`src/rtl/axis_rr_packet_arbiter.sv`:
```
// N-to-1 AXI-Stream round-robin packet arbiter with a registered output stage.
// Optional macro AXIS_RR_PACKET_ARBITER_TID_EN adds m_axis_tid (granted channel index).
module axis_rr_packet_arbiter #(
    parameter int  DATA_WIDTH  = 32,
    parameter int  CHANNEL_NUM = 8,
    localparam int KEEP_WIDTH  = DATA_WIDTH / 8,
    localparam int SEL_WIDTH   = (CHANNEL_NUM > 1) ? $clog2(CHANNEL_NUM) : 1
) (
    input  logic                             axis_clk,
    input  logic                             axis_rst,
    input  logic [CHANNEL_NUM-1:0]           s_axis_tvalid,
    output logic [CHANNEL_NUM-1:0]           s_axis_tready,
    input  logic [CHANNEL_NUM*DATA_WIDTH-1:0] s_axis_tdata,
    input  logic [CHANNEL_NUM*KEEP_WIDTH-1:0] s_axis_tkeep,
    input  logic [CHANNEL_NUM-1:0]           s_axis_tlast,
    output logic                             m_axis_tvalid,
    input  logic                             m_axis_tready,
    output logic [DATA_WIDTH-1:0]            m_axis_tdata,
    output logic [KEEP_WIDTH-1:0]            m_axis_tkeep,
    output logic                             m_axis_tlast,
`ifdef AXIS_RR_PACKET_ARBITER_TID_EN
    output logic [SEL_WIDTH-1:0]             m_axis_tid,
`endif
    output logic [CHANNEL_NUM-1:0]           grant_o,
    output logic                             busy_o
);

    typedef enum logic {IDLE, LOCKED} state_t;

    state_t                 state, state_next;
    logic [SEL_WIDTH-1:0]   ptr, ptr_next, winner;
    logic [CHANNEL_NUM-1:0] grant, grant_next;
    logic                   found;
    logic                   slot_ready, accept;
    logic                   sel_valid, sel_last;
    logic [DATA_WIDTH-1:0]  sel_data;
    logic [KEEP_WIDTH-1:0]  sel_keep;

    // Two fixed-index passes: channels above the pointer first, then wrap to the rest.
    always_comb begin
        found  = 1'b0;
        winner = '0;
        for (int i = 0; i < CHANNEL_NUM; i++) begin
            if (!found && s_axis_tvalid[i] && (i > int'(ptr))) begin
                found  = 1'b1;
                winner = SEL_WIDTH'(i);
            end
        end
        for (int i = 0; i < CHANNEL_NUM; i++) begin
            if (!found && s_axis_tvalid[i] && (i <= int'(ptr))) begin
                found  = 1'b1;
                winner = SEL_WIDTH'(i);
            end
        end
    end

    always_comb begin
        sel_valid = 1'b0;
        sel_last  = 1'b0;
        sel_data  = '0;
        sel_keep  = '0;
        for (int i = 0; i < CHANNEL_NUM; i++) begin
            if (grant[i]) begin
                sel_valid = s_axis_tvalid[i];
                sel_last  = s_axis_tlast[i];
                sel_data  = s_axis_tdata[i*DATA_WIDTH +: DATA_WIDTH];
                sel_keep  = s_axis_tkeep[i*KEEP_WIDTH +: KEEP_WIDTH];
            end
        end
    end

    assign slot_ready    = !m_axis_tvalid || m_axis_tready;
    assign s_axis_tready = (state == LOCKED && slot_ready) ? grant : '0;
    assign accept        = (state == LOCKED) && slot_ready && sel_valid;
    assign grant_o       = grant;
    assign busy_o        = (state == LOCKED);

    always_comb begin
        state_next = state;
        grant_next = grant;
        ptr_next   = ptr;
        case (state)
            IDLE: begin
                if (found) begin
                    state_next = LOCKED;
                    ptr_next   = winner;
                    for (int i = 0; i < CHANNEL_NUM; i++) begin
                        grant_next[i] = (SEL_WIDTH'(i) == winner);
                    end
                end
            end
            LOCKED: begin
                if (accept && sel_last) begin
                    state_next = IDLE;
                    grant_next = '0;
                end
            end
            default: begin
                state_next = IDLE;
                grant_next = '0;
            end
        endcase
    end

    always_ff @(posedge axis_clk) begin
        if (axis_rst) begin
            state <= IDLE;
        end else begin
            state <= state_next;
        end
    end

    // Pointer resets to the top channel so channel 0 wins the first arbitration.
    always_ff @(posedge axis_clk) begin
        if (axis_rst) begin
            grant <= '0;
            ptr   <= SEL_WIDTH'(CHANNEL_NUM - 1);
        end else begin
            grant <= grant_next;
            ptr   <= ptr_next;
        end
    end

    always_ff @(posedge axis_clk) begin
        if (axis_rst) begin
            m_axis_tvalid <= 1'b0;
            m_axis_tdata  <= '0;
            m_axis_tkeep  <= '0;
            m_axis_tlast  <= 1'b0;
        end else if (accept) begin
            m_axis_tvalid <= 1'b1;
            m_axis_tdata  <= sel_data;
            m_axis_tkeep  <= sel_keep;
            m_axis_tlast  <= sel_last;
        end else if (m_axis_tready) begin
            m_axis_tvalid <= 1'b0;
        end
    end

`ifdef AXIS_RR_PACKET_ARBITER_TID_EN
    // While locked the pointer holds the granted channel index.
    always_ff @(posedge axis_clk) begin
        if (axis_rst) begin
            m_axis_tid <= '0;
        end else if (accept) begin
            m_axis_tid <= ptr;
        end
    end
`else
    // No channel-index sideband in this build.
`endif

endmodule

```
`config.mk`:
```
export PLATFORM = sky130hd
export DESIGN_NAME = axis_rr_packet_arbiter
export DESIGN_NICKNAME = d
export VERILOG_FILES = /design/src/rtl/axis_rr_packet_arbiter.sv
export SDC_FILE = /design/constraint.sdc
export NUM_CORES = 1
export LEC_CHECK = 0
export CAP_MARGIN = 15
export CORE_AREA = 2 2 139 141
export CTS_CLUSTER_SIZE = 8
export DETAILED_ROUTE_END_ITERATION = 16
export DIE_AREA = 0 0 141 143
export MAX_ROUTING_LAYER = met4
export PLACE_DENSITY_LB_ADDON = 0.05
export SLEW_MARGIN = 0
export SYNTH_ARGS = -nofsm -noshare
export SYNTH_HDL_FRONTEND = slang
export SYNTH_SLANG_ARGS = --single-unit
```
`constraint.sdc`:
```
create_clock -name axis_clk -period 5.2 [get_ports axis_clk]
set_clock_uncertainty 0.05 [all_clocks]
set_input_delay 1.56 -clock axis_clk [delete_from_list [all_inputs] [get_ports axis_clk]]
set_output_delay 1.56 -clock axis_clk [all_outputs]
set_load 0.03 [all_outputs]
```
**Word-level counts from Yosys, hierarchy flattened**

Cells that the tools add are included.

- Flip-flop bits (word level): 50
- Input bits: 307
- Output and inout port bits: 55
- Word-level logic and storage cells: 153

- Order comparisons: 14
- Equality and inequality tests: 9
- Multiplexer cells: 71
- Bitwise operators: 1
- Reduce and logical (&&, ||, !) cells: 51

Operators by type and width:

| cell | number |
|---|---|
| $mux 32 | 8 |
| $mux 1 | 36 |
| $mux 3 | 12 |
| $mux 4 | 8 |
| $logic_and 1x1->1 | 31 |
| $mux 8 | 3 |
| $pmux 8 s2 | 1 |
| $logic_not 1->1 | 15 |
| $eq 3x3->1 const A | 4 |
| $gt 3x3->1 const A | 4 |
| $le 3x3->1 const A | 4 |
| $eq 2x3->1 const A | 2 |
| $gt 2x3->1 const A | 2 |
| $le 2x3->1 const A | 2 |
| $mux 2 | 2 |
| $reduce_and 2->1 | 2 |
| $eq 1x3->1 const A | 1 |
| $gt 1x3->1 const A | 1 |
| $le 1x3->1 const A | 1 |
| $logic_not 3->1 | 1 |
| $ne 2x1->1 const B | 1 |
| $ne 2x2->1 const B | 1 |
| $pmux 1 s2 | 1 |
| $reduce_bool 2->1 | 1 |
| other kinds (2) | 2 |

**Logic depth before layout (Yosys ltp)**

Gate-level depths: netlist (run 1).

- Depth in word-level cells: 61
- Mapped depth: 9

**Least setup slack after synthesis (run 1)**

OpenSTA, ideal clock, no wires.

- Kind: input -> output
- From: input port m_axis_tready
- To: output port s_axis_tready[0]
- Data arrival time: 2.205 ns
- Required time: 3.590 ns
- Setup slack: 1.385 ns
- Cell stages on the path: 3
- Buffers on the path: 1
- Cell sequence: nand2b_1 clkbuf_1 and3_1

- Word-level cells in the longest chain between the ends: 3

RTL lines:

| what | line | text |
|---|---|---|
| start: declaration | 17 | `input logic m_axis_tready,` |
| $logic_or 1x1->1 | 72 | `assign slot_ready = !m_axis_tvalid \|\| m_axis_tready;` |
| $logic_and 1x1->1 | 73 | `assign s_axis_tready = (state == LOCKED && slot_ready) ? grant : '0;` |
| $mux 8 | 73 |  |
| end: declaration | 12 | `output logic [CHANNEL_NUM-1:0] s_axis_tready,` |

Every way passes these cells.

**Final worst setup path (run 1)**

- From: input port m_axis_tready
- To: output port s_axis_tready[7]

Same word-level chain as after synthesis.

==> impl_summary.txt, run 1 <==
----------------------------------------------------
[Setup path]
  Cell at the slowest stage of the critical path ... clkdlybuf4s50_1
  Critical path cell sequence ... clkdlybuf4s50_1 > nand2b_1 > and3_1 > clkdlybuf4s50_1
  Most common cell type on the critical path ... clkdlybuf4s50_1
  Req. time, crit path ... 3.59 ns
  Peak fanout along the critical path ... 10
  Type of the setup path with the least slack ... in -> out
  Longest individual stage delay on the worst path ... 0.67 ns
  Arrival time at the worst endpoint ... roughly 3.2 ns
  Critical path launch point type ... input port
  Kind of end point of the critical path ... output pin

[Timing]
  Max Clock Freq ... 209.4 MHz
  Unrepaired setup endpoints after global routing ... no
  Post-route clock period utilization ... 91.83%
  Sum Neg Setup Slack ... 0 ns
  Setup slack of the critical path after layout ... 0.4247 ns
  Fin crit period ... 4.775 ns
  Hold Violations, Final ... 0
  Worst-case headroom to the max-slew limit ... 23.94%
  Worst slack on hold paths ... approximately 0.44 ns
  Slew at the pin closest to its max-slew limit ... around 1.1 ns
  Total setup violations reported at the end of the flow ... 0
  Pins over their slew limit ... 0

[Global route]
  Largest net degree at the start of global routing ... 66
  Overall routing resource usage ... 25.90%
  Vias in the first global route ... 6488
  Number of antenna violations at the first check in global routing ... 1
  Wire length of the first global-routing pass ... 39140 um
  Residual overflow from global routing ... 0

[Finish]
  Layout fillers ... 1939
  Total area of multi-input combinational cells ... 3488 um^2
  Most common library cell in the layout ignoring fill and taps ... clkdlybuf4s50_1
  Share of cells above drive strength 1 ... under 10%
  Area growth from synthesis to layout ... 75.77%
  Design area ... 8914 um^2
  Number of nets in the finished design ... about 1400
  Top library cells by usage in the layout, fill and taps aside ... clkdlybuf4s50_1, inv_1, a221oi_1
  Final core area utilization ... 47.97%
  Sequential Area ... 1008 um^2

[Synth]
  Ys Warns ... 0
  Post-Syn Area per Cell ... around 6.8 um^2
  Largest family of logic cells by synthesized area ... compound AO/OA/AOI/OAI gates
  Flip-flop cell with the highest count after synthesis ... dfxtp_1
  Area share of the largest cell type after synthesis ... 19.74%
  Mapped Nets ... 1055
  Number of enable flip-flop cells after synthesis ... 0
  Largest area contributor in the synthesized netlist ... dfxtp_1
  Flop and latch count out of synthesis ... 50
  Async set or reset register ratio after synthesis ... 0%
  Complex-gate fraction of the synthesized area ... around 44%
  Number of distinct library cells after synthesis ... 57
  Post-Synthesis Cell Area ... 5071 um^2
  Mux contribution to synthesized area ... less than 1%
  Cell types with the largest area share after synthesis ... dfxtp_1, a221oi_1, a211oi_1
  Synth Instances ... roughly 750
  Post-synthesis xor/xnor area fraction ... 0%
  Arithmetic-cell share of the synthesized area counting full adders, half adders and majority gates ... 0.1974%
  Proportion of synthesized chip area in sequential cells ... 19.74%
  Area share of and/or/nand/nor cells after synthesis ... 23.46%

[Detailed routing]
  Drt pass-1 iters ... 5
  Met3 wire len ... 1959 um
  Routed wire per std cell ... 20.85 um
  Vias post-DR ... about 7000
  Final Routed Wirelength ... 26710 um
  Routed met2 length ... between 10000 and 15000 um
  Detail-routed via count per cell ... between 5 and 6
  Number of nets still failing antenna checks after routing ... 0
  M1 wire length ... approximately 11000 um
  Uppermost signal routing layer after detailed routing ... met4
  Remaining DRCs ... 0
  DRC violation total after the first TritonRoute iteration ... 410

[Clock network]
  Clock tree sinks ... 50
  Clock-pin slew reported for the worst setup and hold paths after clock tree synthesis ... 0.08 ns
  CTS HTree Levels ... 2
  Num CTS Buffers ... 5
  Clock latency of the later-clocked register in the worst-skew pair ... 0.30 ns
  Clk buf depth ... 2
  Number of hold buffers added after cts ... 0
  Post-cts resize count ... 0
  Clock tree from TritonCTS ... done
  Root buffer selected by CTS ... clkbuf_16
  Post-CTS Setup Bufs ... 0

[Floorplanning]
  Total I/O pin count ... 362
  Initial core utilization ... 27.29%
  Cell row count ... 50
  Die width ... 141 um
  Die Span Y ... 143 um
  Die Area ... 20160 um^2
  Core outline area ... around 19000 um^2

[Power]
  Maximum ir drop on the vdd rail ... about 130 uV
  Clock power share ... about 16%
  Static Leak ... 3.211 nW
  Reported net switching power ... around 0.00095 W
  Power density over the cells ... 249.2 nW/um^2
  Comb power frac ... 58.8%
  Cell-internal power ... 0.001269 W
  Part of the power in registers ... 25.2%
  Switching Share ... 42.87%

[Placement]
  IO Port Bufs ... ~360
  Detail Placement HPWL ... between 15000 and 20000 um
  Routability-driven placement congestion ratio ... 0.8962
  Total placed instance area ... approximately 8800 um^2
  Pre-CTS setup slack ... 0.4405 ns

[Outcome]
  Outcome ... complete, no violations

[Hold path]
  Type of the tightest min-delay check ... reg -> reg

[Run]
  Max Cap Viol ... 0

----------------------------------------------------
==> cells in the mapped netlist, types with 2 or more instances <==
cell,n
o21ai_0,41
nor2_1,51
o211ai_1,3
clkbuf_1,67
nand4_1,3
nand3b_1,6
a22oi_1,36
inv_1,76
a31o_2,2
a211oi_1,40
a221o_1,2
o31ai_1,36
nor2b_1,47
and3_1,8
buf_4,3
a21oi_1,52
a31oi_1,2
nor4_2,2
buf_2,6
nand4b_1,2
nand2b_1,6
o22ai_1,3
nor3_1,38
or4_1,2
dfxtp_1,50
a22o_1,7
a221oi_1,73
or2_2,5
buf_1,4
nand2_1,48
==> layout make-up <==
class / count / share of cell area [%]
clock buffer: 7 / 1.600
clock inverter: 1 / 0.05615
tap: 234 / 3.285
sequential: 50 / 11.31
antenna: 1 / 0.02807
multi-input combinational: 542 / 39.14
timing repair buffer: 370 / 41.38
inverter: 76 / 3.200
==> critical path: cells and delay by family <==
family                 cells  cell delay (ns)
buffers and inverters      2             1.11
AND/OR/NAND/NOR            2             0.49
==> kinds of logic after synthesis <==
family | Yosys count
compound gates | 311
simple gates | 228
buf+inv | 156
flops | 50
mux | 2
fa+ha+maj | 1
==> flip-flops by register name (all words and copies together) (netlist names) <==
| register | flops |
|---|---|
| m_axis_tvalid | 1 |
| m_axis_tlast | 1 |
| m_axis_tdata | 32 |
| busy_o | 1 |
| grant_o | 8 |
| ptr | 3 |
| m_axis_tkeep | 4 |
==> path summary, 6_finish.rpt <==
| check | start | to | slack (ns) | cells past startpoint |
|---|---|---|---|---|
| max reg2reg | grant_o[6] | m_axis_tdata[21] | 1.90 | 7 |
| min | m_axis_tkeep[3] | m_axis_tkeep[3] | 0.44 | 2 |
| max | m_axis_tready | s_axis_tready[7] | 0.42 | 4 |
| min reg2reg | m_axis_tkeep[3] | m_axis_tkeep[3] | 0.44 | 2 |
==> stage by stage <==
step | instances | total power, W
global route | 1281 | 0.002368
finish | 1281 | 0.002222
CTS | 1280 | 0.002246
floorplan | 748 | 0.001282
global placement | 1272 | 0.001882
detailed placement | 1272 | 0.001882
==> power groups by stage <==
stage	logic, W	clock network, W	registers (W)
6_report	0.00131	0.000354	0.000560
5_1_grt	0.00142	0.000378	0.000574
4_1_cts	0.00132	0.000366	0.000560
3_5_place_dp	0.00131	0	0.000568
3_3_place_gp	0.00132	0	0.000565
2_1_floorplan	0.000648	0	0.000634
==> per-layer routing <==
layer | GRT usage (%) | vias to the layer above
li1 | - | 3385
met1 | 30.98 | 3229
met2 | 43.52 | 299
met3 | 6.640 | 30
met4 | 6.895 | 0
met5 | - | -
Note: power is estimated with default switching activity, not from simulation.
==> run 2, diff against run 1 <==
--- a/config.mk
+++ b/config.mk
@@ -6,10 +6,10 @@
 export NUM_CORES = 1
 export LEC_CHECK = 0
 export CAP_MARGIN = 15
-export CORE_AREA = 2 2 139 141
+export CORE_AREA = 2 2 140 142
 export CTS_CLUSTER_SIZE = 8
 export DETAILED_ROUTE_END_ITERATION = 16
-export DIE_AREA = 0 0 141 143
+export DIE_AREA = 0 0 142 144
 export MAX_ROUTING_LAYER = met4
 export PLACE_DENSITY_LB_ADDON = 0.05
 export SLEW_MARGIN = 0
==> run 2 against run 1 <==
Net effect:
- hold slack worse by 0.0014 ns
- flip-flop and latch count unchanged
- critical path depth unchanged
- die area up 1.4%
- largest cell class unchanged
- maximum frequency up 0.25%
- combinational power about the same
- cell count up 0.47%
- final area up 0.34%
- count of clock-buffer cells in the layout unchanged
- first-iteration DRC count down 39%
- total power up 1.8%
==> impl_summary.txt, run 2 (same netlist as run 1, synthesis figures left out) <==
----------------------------------------------------
[Outcome]
  Outcome ... complete, no violations

[Floorplanning]
  Die width ... 142 um (+0.71%)
  Die Area ... 20450 um^2 (+1.4%)
  Total I/O pin count ... 362 (unchanged)
  Initial core utilization ... 26.58% (-0.71 points)
  Die Span Y ... 144 um (+0.70%)
  Core outline area ... 19080 um^2 (+2.7%)
  Cell row count ... 51 (+2.0%)

[Clock network]
  CTS HTree Levels ... 2 (unchanged)
  Number of hold buffers added after cts ... 0 (unchanged)
  Clock tree sinks ... 50 (unchanged)
  Clock-pin slew reported for the worst setup and hold paths after clock tree synthesis ... 0.07 ns (about the same)
  Root buffer selected by CTS ... clkbuf_16
  Post-CTS Setup Bufs ... 0 (unchanged)
  Clock tree from TritonCTS ... done
  Num CTS Buffers ... 5 (unchanged)
  Clock latency of the later-clocked register in the worst-skew pair ... 0.30 ns (about the same)
  Clk buf depth ... 2 (unchanged)
  Post-cts resize count ... 0 (unchanged)

[Setup path]
  Arrival time at the worst endpoint ... 3.15 ns (-0.02 ns)
  Critical path launch point type ... input port
  Kind of end point of the critical path ... output pin
  Type of the setup path with the least slack ... in -> out
  Launch point of the worst reg-to-reg path ... grant_o[4]
  Critical path launch point ... m_axis_tready
  Req. time, crit path ... 3.59 ns (about the same)
  Peak fanout along the critical path ... 10 (unchanged)

[Finish]
  Max reg flops ... 32 (unchanged)
  Most common library cell in the layout ignoring fill and taps ... clkdlybuf4s50_1
  Most flops, register ... m_axis_tdata
  Layout fillers ... 1998 (+3.0%)
  Area growth from synthesis to layout ... 76.36%
  Top library cells by usage in the layout, fill and taps aside ... clkdlybuf4s50_1, inv_1, a221oi_1
  Number of nets in the finished design ... 1353 (+0.074%)
  Share of cells above drive strength 1 ... 4.298% (about the same)
  Fin cells ... 1287 (+0.47%)

[Detailed routing]
  Detail-routed via count per cell ... 5.345 (-1.4%)
  Routed wire per std cell ... 20.81 um (-0.17%)
  Number of nets still failing antenna checks after routing ... 0 (unchanged)
  Vias post-DR ... 6879 (-0.92%)
  DRC violation total after the first TritonRoute iteration ... 252 (-39%)
  Final Routed Wirelength ... 26790 um (+0.30%)
  Drt pass-1 iters ... 5 (unchanged)
  Remaining DRCs ... 0 (unchanged)

[Timing]
  Post-route clock period utilization ... 91.60% (-0.23 points)
  Slew at the pin closest to its max-slew limit ... 1.120 ns (-0.01871 ns)
  Total setup violations reported at the end of the flow ... 0 (unchanged)
  Max Clock Freq ... 209.9 MHz (+0.25%)
  Unrepaired setup endpoints after global routing ... no
  Hold Violations, Final ... 0 (unchanged)
  Fin crit period ... 4.763 ns (-0.01190 ns)
  Worst-case headroom to the max-slew limit ... 25.20% (+1.3 points)
  Sum Neg Setup Slack ... 0 ns (unchanged)
  Pins over their slew limit ... 0 (unchanged)

[Placement]
  IO Port Bufs ... 361 (unchanged)
  Routability-driven placement congestion ratio ... 0.8694 (-3.0%)
  Detail Placement HPWL ... 19410 um (-1.5%)
  Count of placed standard cells including taps ... 1277 (+0.39%)

[Global route]
  Residual overflow from global routing ... 0 (unchanged)
  Number of antenna violations at the first check in global routing ... 0 (-1)
  Largest net degree at the start of global routing ... 80 (+21%)
  Overall routing resource usage ... 25.34% (-0.56 points)
  Wire length of the first global-routing pass ... 38600 um (-1.4%)
  Vias in the first global route ... 6452 (-0.55%)

[Power]
  Maximum ir drop on the vdd rail ... 135.1 uV (+1.4%)
  Total power ... 0.002261 W (+1.8%)
  Static Leak ... 3.221 nW (+0.30%)
  Power density over the cells ... 252.8 nW/um^2 (+1.4%)

[Hold path]
  HP Start ... m_axis_tdata[4]
  Type of the tightest min-delay check ... reg -> reg

[Run]
  Max Cap Viol ... 0 (unchanged)

----------------------------------------------------
## run 2: critical path, cell delays in order
cell and delay, ns:
clkdlybuf4s50_1 0.44, nand2b_1 0.27, and3_1 0.20, clkdlybuf4s50_1 0.67
## run 2: report_power, final
part | leakage [nW] | switching (W) | total (W) | internal [W]
Combinational | 2.73 | 0.000702 | 0.00133 | 0.000623
Clock | 0.0781 | 0.000162 | 0.000391 | 0.000228
Sequential | 0.410 | 0.0000896 | 0.000546 | 0.000456
## run 2: final timing paths
path / depth (start not counted) / slack [ns] / end
worst min register to register: 2 / 0.44 / m_axis_tdata[4]
worst max register to register: 8 / 2.11 / m_axis_tdata[13]
worst max-delay path: 4 / 0.44 / s_axis_tready[6]
worst min-delay path: 2 / 0.44 / m_axis_tdata[4]
## run 2: metrics by stage
| step | area [um^2] | setup WS, ns | util, % | hold slack [ns] |
|---|---|---|---|---|
| 2_1_floorplan | 5071 | 1.385 | - | 0.5597 |
| 3_3_place_gp | 8776 | 0.4604 | 46.00 | 0.4228 |
| 3_5_place_dp | 8776 | 0.4416 | 46.00 | 0.4286 |
| 4_1_cts | 8939 | 0.4413 | 46.85 | 0.4427 |
| 5_1_grt | 8939 | 0.3457 | 46.85 | 0.4525 |
| 6_report | 8944 | 0.4366 | 46.88 | 0.4396 |
## run 2: layer usage
layer  track usage (%)  part of all wire (%)  up-vias
met4             5.368                   1.5        0
met1             30.56                    42     3210
met3             6.325                   7.1       21
met2             43.02                    50      263
met5                 -                     0        -
li1                  -                     -     3385
## run 2: area by class of cell
class | instances | area, um^2 | area share (%)
clock inverters | 1 | 30.03 | 0.3358
flip-flops and latches | 50 | 1008 | 11.28
diodes | 2 | 5.005 | 0.05596
multi-input cells | 542 | 3488 | 39.00
clock buffers | 7 | 132.6 | 1.483
well taps | 238 | 297.8 | 3.330
repair buffers | 371 | 3696 | 41.33
inverters | 76 | 285.3 | 3.190
